<file path="config.mk">
export PLATFORM = sky130hd
export DESIGN_NAME = map_pixel_pipe_flat
export DESIGN_NICKNAME = d
export VERILOG_FILES = /design/src/rtl/portal_pkg.sv /design/src/rtl/map_pixel_pipe_if.sv /design/src/rtl/map_pixel_pipe_pos_dbuf.sv /design/src/rtl/map_pixel_pipe.sv /design/src/flat_wrapper.sv
export SDC_FILE = /design/constraint.sdc
export NUM_CORES = 1
export LEC_CHECK = 0
export BUFFER_PORTS_ARGS = -buffer_cell sky130_fd_sc_hd__buf_2
export CORE_MARGIN = 2
export CORE_UTILIZATION = 50
export CTS_BUF_LIST = sky130_fd_sc_hd__clkbuf_4 sky130_fd_sc_hd__clkbuf_8
export CTS_CLUSTER_SIZE = 14
export DETAILED_ROUTE_END_ITERATION = 8
export GPL_TIMING_DRIVEN = 0
export PLACE_DENSITY = 0.74
export SETUP_SLACK_MARGIN = 0.3
export SLEW_MARGIN = 15
export SYNTH_ARGS = -nofsm -noshare
export SYNTH_HDL_FRONTEND = slang
export SYNTH_SLANG_ARGS = --single-unit
</file>
<file path="constraint.sdc">
create_clock -name clk -period 6.4 [get_ports clk]
set_input_delay 1.28 -clock clk [delete_from_list [all_inputs] [get_ports clk]]
set_output_delay 1.28 -clock clk [all_outputs]
set_load 0.05 [all_outputs]
</file>
<file path="src/rtl/portal_pkg.sv">
// Shared Portal 2D display types and constants: RGB444 colour, key/background/grid
// colours, screen extents and level map size.
package portal_pkg;

  typedef logic [11:0] rgb444_t;

  localparam rgb444_t KEY_COLOR  = 12'hF0F;
  localparam rgb444_t BG_COLOR   = 12'h000;
  localparam rgb444_t GRID_COLOR = 12'h444;

  localparam int unsigned SCREEN_W = 640;
  localparam int unsigned SCREEN_H = 480;

  localparam int unsigned MAP_W = 100;
  localparam int unsigned MAP_H = 100;

endpackage

</file>
<file path="src/rtl/map_pixel_pipe_if.sv">
// Scan-position, player-position, ROM and colour-output bundle of map_pixel_pipe.
// slave = the pixel pipe, master = the top level / ROMs that surround it.
interface map_pixel_pipe_if;
  import portal_pkg::*;

  logic          pix_en;
  logic [9:0]    col_addr;
  logic [8:0]    row_addr;
  logic [9:0]    player_x;
  logic [8:0]    player_y;
  logic          pos_valid;
  logic [13:0]   map_addr;
  rgb444_t       map_data;
  logic [7:0]    spr_addr;
  rgb444_t       spr_data;
  rgb444_t       pix_data;
  logic          pix_valid;

  modport slave (
    input  pix_en, col_addr, row_addr, player_x, player_y, pos_valid,
    input  map_data, spr_data,
    output map_addr, spr_addr, pix_data, pix_valid
  );

  modport master (
    output pix_en, col_addr, row_addr, player_x, player_y, pos_valid,
    output map_data, spr_data,
    input  map_addr, spr_addr, pix_data, pix_valid
  );

endinterface

</file>
<file path="src/rtl/map_pixel_pipe_pos_dbuf.sv">
// Player position double buffer: shadow loads on i_load, active copies at frame start.
// At frame start the outputs already show the value being latched, so the whole frame uses it.
module pos_dbuf (
  input  logic       clk,
  input  logic       rst,
  input  logic       i_frame_start,
  input  logic       i_load,
  input  logic [9:0] i_x,
  input  logic [8:0] i_y,
  output logic [9:0] o_x,
  output logic [8:0] o_y
);

  logic [9:0] r_sh_x, r_act_x;
  logic [8:0] r_sh_y, r_act_y;
  logic [9:0] w_next_x;
  logic [8:0] w_next_y;

  // Shadow bypass: a load coinciding with frame start goes straight to active.
  assign w_next_x = i_load ? i_x : r_sh_x;
  assign w_next_y = i_load ? i_y : r_sh_y;

  always_ff @(posedge clk) begin
    if (rst) begin
      r_sh_x  <= '0;
      r_sh_y  <= '0;
      r_act_x <= '0;
      r_act_y <= '0;
    end else begin
      if (i_load) begin
        r_sh_x <= i_x;
        r_sh_y <= i_y;
      end
      if (i_frame_start) begin
        r_act_x <= w_next_x;
        r_act_y <= w_next_y;
      end
    end
  end

  assign o_x = i_frame_start ? w_next_x : r_act_x;
  assign o_y = i_frame_start ? w_next_y : r_act_y;

endmodule

</file>
<file path="src/rtl/map_pixel_pipe.sv">
// Two-beat pixel pipeline: 4x-upscaled level map with a keyed 16x16 player sprite on top.
// Optional MAP_GRID_EN overlays a grid on map pixels whose col/row low nibble is zero.
module map_pixel_pipe #(
  parameter int unsigned         MAP_W     = portal_pkg::MAP_W,
  parameter int unsigned         MAP_H     = portal_pkg::MAP_H,
  parameter int unsigned         SCALE_SH  = 2,
  parameter int unsigned         SPR_SZ    = 16,
  parameter portal_pkg::rgb444_t KEY_COLOR = portal_pkg::KEY_COLOR,
  parameter portal_pkg::rgb444_t BG_COLOR  = portal_pkg::BG_COLOR
) (
  input  logic             clk,
  input  logic             rst,
  map_pixel_pipe_if.slave  bus
);
  import portal_pkg::*;

  localparam int unsigned MAP_PX_W = MAP_W << SCALE_SH;
  localparam int unsigned MAP_PX_H = MAP_H << SCALE_SH;
  localparam int unsigned SPR_SH   = $clog2(SPR_SZ);

  logic       w_frame_start;
  logic [9:0] w_ax;
  logic [8:0] w_ay;
  logic       w_on_screen, w_in_map, w_in_spr;
  logic [13:0] w_map_idx;
  logic [9:0] w_dx;
  logic [8:0] w_dy;
  logic [7:0] w_spr_idx;
  rgb444_t    w_color;

  logic        r_in_map, r_in_spr, r_s1_valid;
  logic [13:0] r_map_addr;
  logic [7:0]  r_spr_addr;
  rgb444_t     r_pix_data;
  logic        r_pix_valid;
`ifdef MAP_GRID_EN
  logic w_grid;
  logic r_grid;
`endif

  assign w_frame_start = bus.pix_en && (bus.col_addr == '0) && (bus.row_addr == '0);

  pos_dbuf u_pos_dbuf (
    .clk           (clk),
    .rst           (rst),
    .i_frame_start (w_frame_start),
    .i_load        (bus.pos_valid),
    .i_x           (bus.player_x),
    .i_y           (bus.player_y),
    .o_x           (w_ax),
    .o_y           (w_ay)
  );

  // Stage 1: region tests and ROM addresses from the scan position.
  assign w_on_screen = (32'(bus.col_addr) < SCREEN_W) && (32'(bus.row_addr) < SCREEN_H);
  assign w_in_map    = w_on_screen && (32'(bus.col_addr) < MAP_PX_W) &&
                       (32'(bus.row_addr) < MAP_PX_H);
  assign w_map_idx   = 14'(((32'(bus.row_addr) >> SCALE_SH) * MAP_W) +
                           (32'(bus.col_addr) >> SCALE_SH));

  // Differences are only meaningful once col>=ax / row>=ay, so no wrap is ever accepted.
  assign w_dx      = bus.col_addr - w_ax;
  assign w_dy      = bus.row_addr - w_ay;
  assign w_in_spr  = w_on_screen && (bus.col_addr >= w_ax) && (bus.row_addr >= w_ay) &&
                     (32'(w_dx) < SPR_SZ) && (32'(w_dy) < SPR_SZ);
  assign w_spr_idx = 8'({w_dy[SPR_SH-1:0], w_dx[SPR_SH-1:0]});

`ifdef MAP_GRID_EN
  assign w_grid = w_in_map && ((bus.col_addr[3:0] == '0) || (bus.row_addr[3:0] == '0));
`endif

  // Stage 2: sprite over map over background, ROM data arriving against stage-1 addresses.
  always_comb begin
    w_color = BG_COLOR;
    if (r_in_spr && (bus.spr_data != KEY_COLOR)) begin
      w_color = bus.spr_data;
    end else if (r_in_map) begin
`ifdef MAP_GRID_EN
      w_color = r_grid ? GRID_COLOR : bus.map_data;
`else
      w_color = bus.map_data;
`endif
    end
  end

  always_ff @(posedge clk) begin
    if (rst) begin
      r_in_map    <= 1'b0;
      r_in_spr    <= 1'b0;
      r_s1_valid  <= 1'b0;
      r_map_addr  <= '0;
      r_spr_addr  <= '0;
      r_pix_data  <= '0;
      r_pix_valid <= 1'b0;
`ifdef MAP_GRID_EN
      r_grid      <= 1'b0;
`endif
    end else if (bus.pix_en) begin
      r_in_map    <= w_in_map;
      r_in_spr    <= w_in_spr;
      r_s1_valid  <= 1'b1;
      r_map_addr  <= w_in_map ? w_map_idx : '0;
      r_spr_addr  <= w_in_spr ? w_spr_idx : '0;
      r_pix_data  <= w_color;
      r_pix_valid <= r_s1_valid;
`ifdef MAP_GRID_EN
      r_grid      <= w_grid;
`endif
    end
  end

  assign bus.map_addr  = r_map_addr;
  assign bus.spr_addr  = r_spr_addr;
  assign bus.pix_data  = r_pix_data;
  assign bus.pix_valid = r_pix_valid;

endmodule

</file>
<file path="src/flat_wrapper.sv">
// flat-port wrapper written by rule: the top's interface ports become plain ports
module map_pixel_pipe_flat import portal_pkg::*;
#(
  parameter int unsigned         MAP_W     = portal_pkg::MAP_W,
  parameter int unsigned         MAP_H     = portal_pkg::MAP_H,
  parameter int unsigned         SCALE_SH  = 2,
  parameter int unsigned         SPR_SZ    = 16,
  parameter portal_pkg::rgb444_t KEY_COLOR = portal_pkg::KEY_COLOR,
  parameter portal_pkg::rgb444_t BG_COLOR  = portal_pkg::BG_COLOR
)
  (clk, rst, bus_pix_en, bus_col_addr, bus_row_addr, bus_player_x, bus_player_y, bus_pos_valid, bus_map_data, bus_spr_data, bus_map_addr, bus_spr_addr, bus_pix_data, bus_pix_valid);
  map_pixel_pipe_if bus_i ();
  input  logic clk;
  input  logic rst;
  input wire logic [$bits(bus_i.pix_en)-1:0] bus_pix_en;
  input wire logic [$bits(bus_i.col_addr)-1:0] bus_col_addr;
  input wire logic [$bits(bus_i.row_addr)-1:0] bus_row_addr;
  input wire logic [$bits(bus_i.player_x)-1:0] bus_player_x;
  input wire logic [$bits(bus_i.player_y)-1:0] bus_player_y;
  input wire logic [$bits(bus_i.pos_valid)-1:0] bus_pos_valid;
  input wire logic [$bits(bus_i.map_data)-1:0] bus_map_data;
  input wire logic [$bits(bus_i.spr_data)-1:0] bus_spr_data;
  output wire logic [$bits(bus_i.map_addr)-1:0] bus_map_addr;
  output wire logic [$bits(bus_i.spr_addr)-1:0] bus_spr_addr;
  output wire logic [$bits(bus_i.pix_data)-1:0] bus_pix_data;
  output wire logic [$bits(bus_i.pix_valid)-1:0] bus_pix_valid;
  assign bus_i.pix_en = bus_pix_en;
  assign bus_i.col_addr = bus_col_addr;
  assign bus_i.row_addr = bus_row_addr;
  assign bus_i.player_x = bus_player_x;
  assign bus_i.player_y = bus_player_y;
  assign bus_i.pos_valid = bus_pos_valid;
  assign bus_i.map_data = bus_map_data;
  assign bus_i.spr_data = bus_spr_data;
  assign bus_map_addr = bus_i.map_addr;
  assign bus_spr_addr = bus_i.spr_addr;
  assign bus_pix_data = bus_i.pix_data;
  assign bus_pix_valid = bus_i.pix_valid;
  map_pixel_pipe #(.MAP_W(MAP_W), .MAP_H(MAP_H), .SCALE_SH(SCALE_SH), .SPR_SZ(SPR_SZ), .KEY_COLOR(KEY_COLOR), .BG_COLOR(BG_COLOR)) u_core (.clk(clk), .rst(rst), .bus(bus_i));
endmodule
</file>
* Word-level counts from Yosys, hierarchy flattened
Cells that the tools add are included.
** Storage, ports and cells
- Bits in registers :: 76
- Input bits :: 66
- Output and inout port bits :: 35
- Word-level logic and storage cells :: 44
** Cells by class
- Add/sub/neg operators :: 3
- $mul :: 1
- Magnitude comparators :: 8
- Eq/ne operators :: 1
- Muxes and demuxes :: 8
- Reduce and logical (&&, ||, !) cells :: 12
** Operator list (number)
- 12-bit two-way mux :: 2
- 10-bit two-way mux :: 2
- 9-bit < comparator, second input constant :: 2
- 9-bit two-way mux :: 2
- 14-bit by 8-bit adder with 14-bit output :: 1
- 14-bit two-way mux :: 1
- 7-bit by 5-bit multiplier with 12-bit output, second input constant :: 1
- 12-bit != test, second input constant :: 1
- 10-bit >= comparator :: 1
- 1-bit logical AND :: 10
- 10-bit zero test :: 1
- 10-bit < comparator, second input constant :: 1
- 10-bit by 5-bit < comparator with 1-bit output, second input constant :: 1
- 10-bit by 9-bit < comparator with 1-bit output, second input constant :: 1
- 10-bit subtractor :: 1
- 9-bit >= comparator :: 1
- 9-bit zero test :: 1
- 9-bit by 5-bit < comparator with 1-bit output, second input constant :: 1
- 9-bit subtractor :: 1
- 8-bit two-way mux :: 1

* Longest topological paths before layout
- Depth after elaboration :: 10
- Gate-level depth with buffers :: 17
- Depth with buffers taken out :: 15

* Modules after synthesis
From an unflattened synthesis, not the netlist that was laid out.
** Second synthesis, totals
- Cell total of the unflattened synthesis :: 547
- Area total of the unflattened synthesis :: 4769.6 µm²
** Modules (own cells, without submodules)
- map_pixel_pipe :: instances 1, cells each 402, area each 3313.2 µm²
- pos_dbuf :: instances 1, cells each 145, area each 1456.4 µm²

* Worst setup path after synthesis
OpenSTA, ideal clock, no wires.
- Path kind :: input-to-reg
- Start point :: input port bus_pix_en
- End point :: register u_core.r_spr_addr[2], in the netlist u_core.bus.spr_addr[2]
- Setup time :: 0.070 ns
- Arrival time :: 4.494 ns
- Setup slack :: 1.836 ns
- Cell stages on the path :: 17
- Path buffers :: 2
- Path through :: buf_4 > inv_2 > nor2_1 > nand2_1 > nor4_1 > buf_4 > mux2i_1 > ha_1 > inv_1 > fa_1 > a211oi_1 > nor2_1 > o31ai_1 > mux2_2 > a2111oi_4 > nand4_4 > o21ai_1
** Between the ends
- Longest elaborated chain between the ends :: 9
- Elaborated cells between the ends (all ways) :: 15
- Classes of those cells :: add/sub (2); order compare (4); mux (3); reduce/logical (6)
** Ends and longest elaborated chain
- start, declared :: line flat_wrapper.sv:15 : input wire logic [$bits(bus_i.pix_en)-1:0] bus_pix_en;
- 1-bit logical AND * (2 in a row) :: line map_pixel_pipe.sv:41 : assign w_frame_start = bus.pix_en && (bus.col_addr == '0) && (bus.row_addr == '0);
- 10-bit two-way mux *
- net u_core.u_pos_dbuf.o_x[0] :: line map_pixel_pipe_pos_dbuf.sv:10 : output logic [9:0] o_x,
- branches (longest 5 deep; another with 10-bit subtractor)
- 8-bit two-way mux * :: line map_pixel_pipe.sv:103 : r_spr_addr <= w_in_spr ? w_spr_idx : '0;
- end signal, assigned :: line map_pixel_pipe.sv:103
- end, declared :: line map_pixel_pipe.sv:33 : logic [7:0] r_spr_addr;
Mark *: on every way through the listed nets, which the timed path passes.
A chain may end at the register's enable or synchronous reset.

* Worst setup path in the final report
- Start point :: input port bus_row_addr[8]
- End point :: register u_core.r_spr_addr[0], in the netlist u_core.bus.spr_addr[0]
** Between the ends
- Longest elaborated chain between the ends :: 9
- Elaborated cells between the ends (all ways) :: 17
- Classes of those cells :: add/sub (2); order compare (5); mux (3); reduce/logical (7)
** Ends and longest elaborated chain
- start, declared :: line flat_wrapper.sv:17 : input wire logic [$bits(bus_i.row_addr)-1:0] bus_row_addr;
- 9-bit zero test * :: line map_pixel_pipe.sv:41
- 1-bit logical AND * :: line map_pixel_pipe.sv:41
- 10-bit two-way mux *
- net u_core.u_pos_dbuf.o_x[0] :: line map_pixel_pipe_pos_dbuf.sv:10
- branches (longest 5 deep; another with 10-bit subtractor)
- 8-bit two-way mux * :: line map_pixel_pipe.sv:103
Marks and branches as above.

==> flow_summary.yaml <==
sta:
  fmax_mhz: 204
  timing.hold.ws_ns: 0.448
  drv_slew: 0
  setup_viol: 0
  relSlewSlack_pct: 43.2
  skew_ns: 0.00924
  setup_tns_ns: 0
  worstMarginPinSlew_ns: 0.848
  hold_viol: 0
  rsz0062_at_grt: "no"
  finalCriticalPeriod_ns: 4.90
  setup_ws_ns: 1.50
  finalCritPeriodShare_pct: 76.5
layout:
  areaGrowthSynthToFinish_pct: 18.5
  diodes: 0
  fin_cells: 768
  layout_common_cells: "buf_2, dfxtp_1, nor2_1"
  final_common_cell: "buf_2"
  fin_nets: 761
  drive_gt1_share_pct: 23.0
hold_path:
  worstHoldPathCells: 2
  hp-class: "flop to flop"
  holdPathEnd: "u_core.bus.spr_addr[4]"
  worstHoldStart: "u_core.bus.spr_addr[4]"
setup_path:
  crit_top_cell: "nor4_1"
  end_kind: "flop"
  crit_slowest_cell: "fa_1"
  r2r_slack_ns: 3.26
  critical_path_class: "input pin to flop"
  crit_path_max_fanout: 10
  crit_chain: "buf_2 -> nor4_1 -> nand2_1 -> nor4_1 -> buf_4 -> mux2i_1 -> ha_1 -> inv_1 -> fa_1 -> a211oi_1 -> nor2_1 -> o31ai_1 -> mux2_2 -> a2111oi_4 -> nand4_4 -> o21ai_1"
  worst_path_largest_cell_delay_ns: 0.42
  r2r-start: "u_core.u_pos_dbuf.r_sh_x[0]"
  start_kind: "input pin"
  worstReg2RegEnd: "u_core.bus.spr_addr[0]"
  cp.arrival_ns: 5.19
  cp.required_ns: 6.69
  reg2regPathDepth: 12
cts:
  cts_resized: 0
  cts.clk_slew.worst_paths_ns: 0.09
  clockBufferDepth: 2
  cts_setup_buffers: 0
  cts_sinks: 76
  cts-htree-levels: 3
  cts_tree: "built"
  root_buffer: "clkbuf_8"
  numCtsBuffers: 9
  clk_latency_ns: 0.36
  hold_buffers: 0
floorplan:
  die_area_um2: 10300
  rows: 35
  boundaryPins: 101
  start_util_pct: 51.5
  core_um2: 9240
  die_y_um: 102
  die_x_um: 102
route:
  avgViaCountPerCell: 5.47
  vias: 4202
  wirelength_um: 11800
  drt_iter0_drc: 183
  ant_nets: 0
  wl_per_cell_um: 15.4
  firstDrtPassIters: 5
  drcViolationCount: 0
synth:
  synth_top_family_by_area: "simple AND/OR/NAND/NOR gates"
  syn_nets: 653
  synth_edf_count: 0
  synth_mux_area_share_pct: 9.76
  syn_inst: 526
  synth_top_area_share_pct: 32.0
  ys_warn_count: 0
  synth-seq-cells: 76
  synth.area.top_cells: "dfxtp_1, ha_1, mux2i_1, nor2_1, mux2_2"
  ys_seq_area_share_pct: 32.0
  synth_xor_area_share_pct: 2.58
  syn_area_um2: 4760
  synth_top_cell_by_area: "dfxtp_1"
  ys.flop_type: "dfxtp_1"
  syn_area_per_cell_um2: 9.05
  synth-compound-area-share_pct: 16.6
  synth_simple_gate_area_share_pct: 17.8
  ys_types: 62
  synth_adder_area_share_pct: 16.8
  async_flop_share_pct: 0
placement:
  port_buffers: 97
  dp_hpwl_um: 9420
  gp_congestion: 0.931
  placed_cells: 752
  pre_cts_ws_ns: 1.16
pwr:
  p_clk_share_pct: 33.7
  powerDensity_nw_per_um2: 227
  p_int_uw: 865
  p_leak_uw: 0.00248
  ir_drop_mv: 0.133
  p_total_uw: 1280
  switching_share_pct: 32.5
  switchingPower_uw: 416
  power_frac_seq_pct: 38.9
  p_comb_share_pct: 27.5
job:
  cap_viol_max_count: 0
global_routing:
  grt_pass1_vias: 3991
  overflow: 0
  track_usage_pct: 23.5
  grt_max_degree: 15
  antenna_found_initial: 0
  grt_pass1_wl_um: 19000
status:
  status: "complete, no violations"
## synth_stat cells, types with 12 or more instances
master	number
clkbuf_1	14
mux2_2	19
nor2_1	65
nand2_1	34
dfxtp_1	76
a311oi_1	12
mux2i_1	25
nand3_1	16
o21ai_0	19
nor2b_1	25
inv_1	32
a21oi_1	13
ha_1	56
## metrics by stage
stage / util [%] / instance area, um^2
2_1_floorplan: - / 4760
3_3_place_gp: 58.5 / 5410
5_1_grt: 61.0 / 5640
3_5_place_dp: 58.5 / 5410
4_1_cts: 61.0 / 5640
6_report: 61.0 / 5640
## registers in the layout (all words and copies together), names as in the netlist
register / count
u_core.bus.map_addr: 14
u_core.bus.spr_addr: 8
u_core.u_pos_dbuf.r_sh_x: 10
u_core.u_pos_dbuf.r_sh_y: 9
u_core.bus.pix_data: 12
u_core.u_pos_dbuf.r_act_y: 9
u_core.bus.pix_valid: 1
u_core.r_in_map: 1
u_core.r_s1_valid: 1
u_core.u_pos_dbuf.r_act_x: 10
u_core.r_in_spr: 1
## layer usage
| layer | wire length, um | part of all wire [%] | global-route usage [%] | vias to the layer above |
|---|---|---|---|---|
| met3 | 531 | 4.5 | 4.00 | 23 |
| met1 | 5360 | 45 | 30.4 | 1966 |
| met5 | 0 | 0 | 0 | - |
| met4 | 276 | 2.3 | 8.52 | 0 |
| li1 | - | - | - | 2090 |
| met2 | 5650 | 48 | 39.2 | 123 |
## layout make-up
class                      instances  area (um^2)
buffer                            19         87.6
clock buffer                      10          138
clock inverter                     6         96.3
fill                             832         3600
inverter                          33          124
multi-input combinational        398         3030
sequential                        76         1520
tap                              129          161
timing repair buffer              97          485
## cell families (layout without fill, tap and decap cells)
group,Yosys count,in the layout
compound gates,108,108
xor+xnor,14,14
simple gates,171,171
mux,44,44
buf+inv,52,165
fa+ha+maj,61,61
flops,76,76
## worst max-delay path: cells and delay by family
family          cells  cell delay, ns
compound gates      4            0.99
fa+ha+maj           2            0.64
buf+inv             3            0.51
simple gates        5            1.10
mux                 2            0.66
## power by group through the flow
stage                     clock network, uW  registers (uW)  logic (uW)
after global placement                    0             508         343
after CTS                               435             498         351
after floorplan                           0             543         223
final                                   431             498         352
after detailed placement                  0             509         349
after global routing                    453             499         392
## worst max path at each step
stage                                         to  slack, ns            start  cells after the start
after global placement    u_core.bus.spr_addr[6]       1.18  bus_row_addr[8]                     15
after floorplan           u_core.bus.spr_addr[2]       1.84       bus_pix_en                     17
after detailed placement  u_core.bus.spr_addr[0]       1.16  bus_row_addr[8]                     15
final                     u_core.bus.spr_addr[0]       1.50  bus_row_addr[8]                     16
after global routing      u_core.bus.spr_addr[0]       1.11  bus_row_addr[8]                     16
after CTS                 u_core.bus.spr_addr[0]       1.48  bus_row_addr[8]                     16
Power figures use the tool's default switching activity.
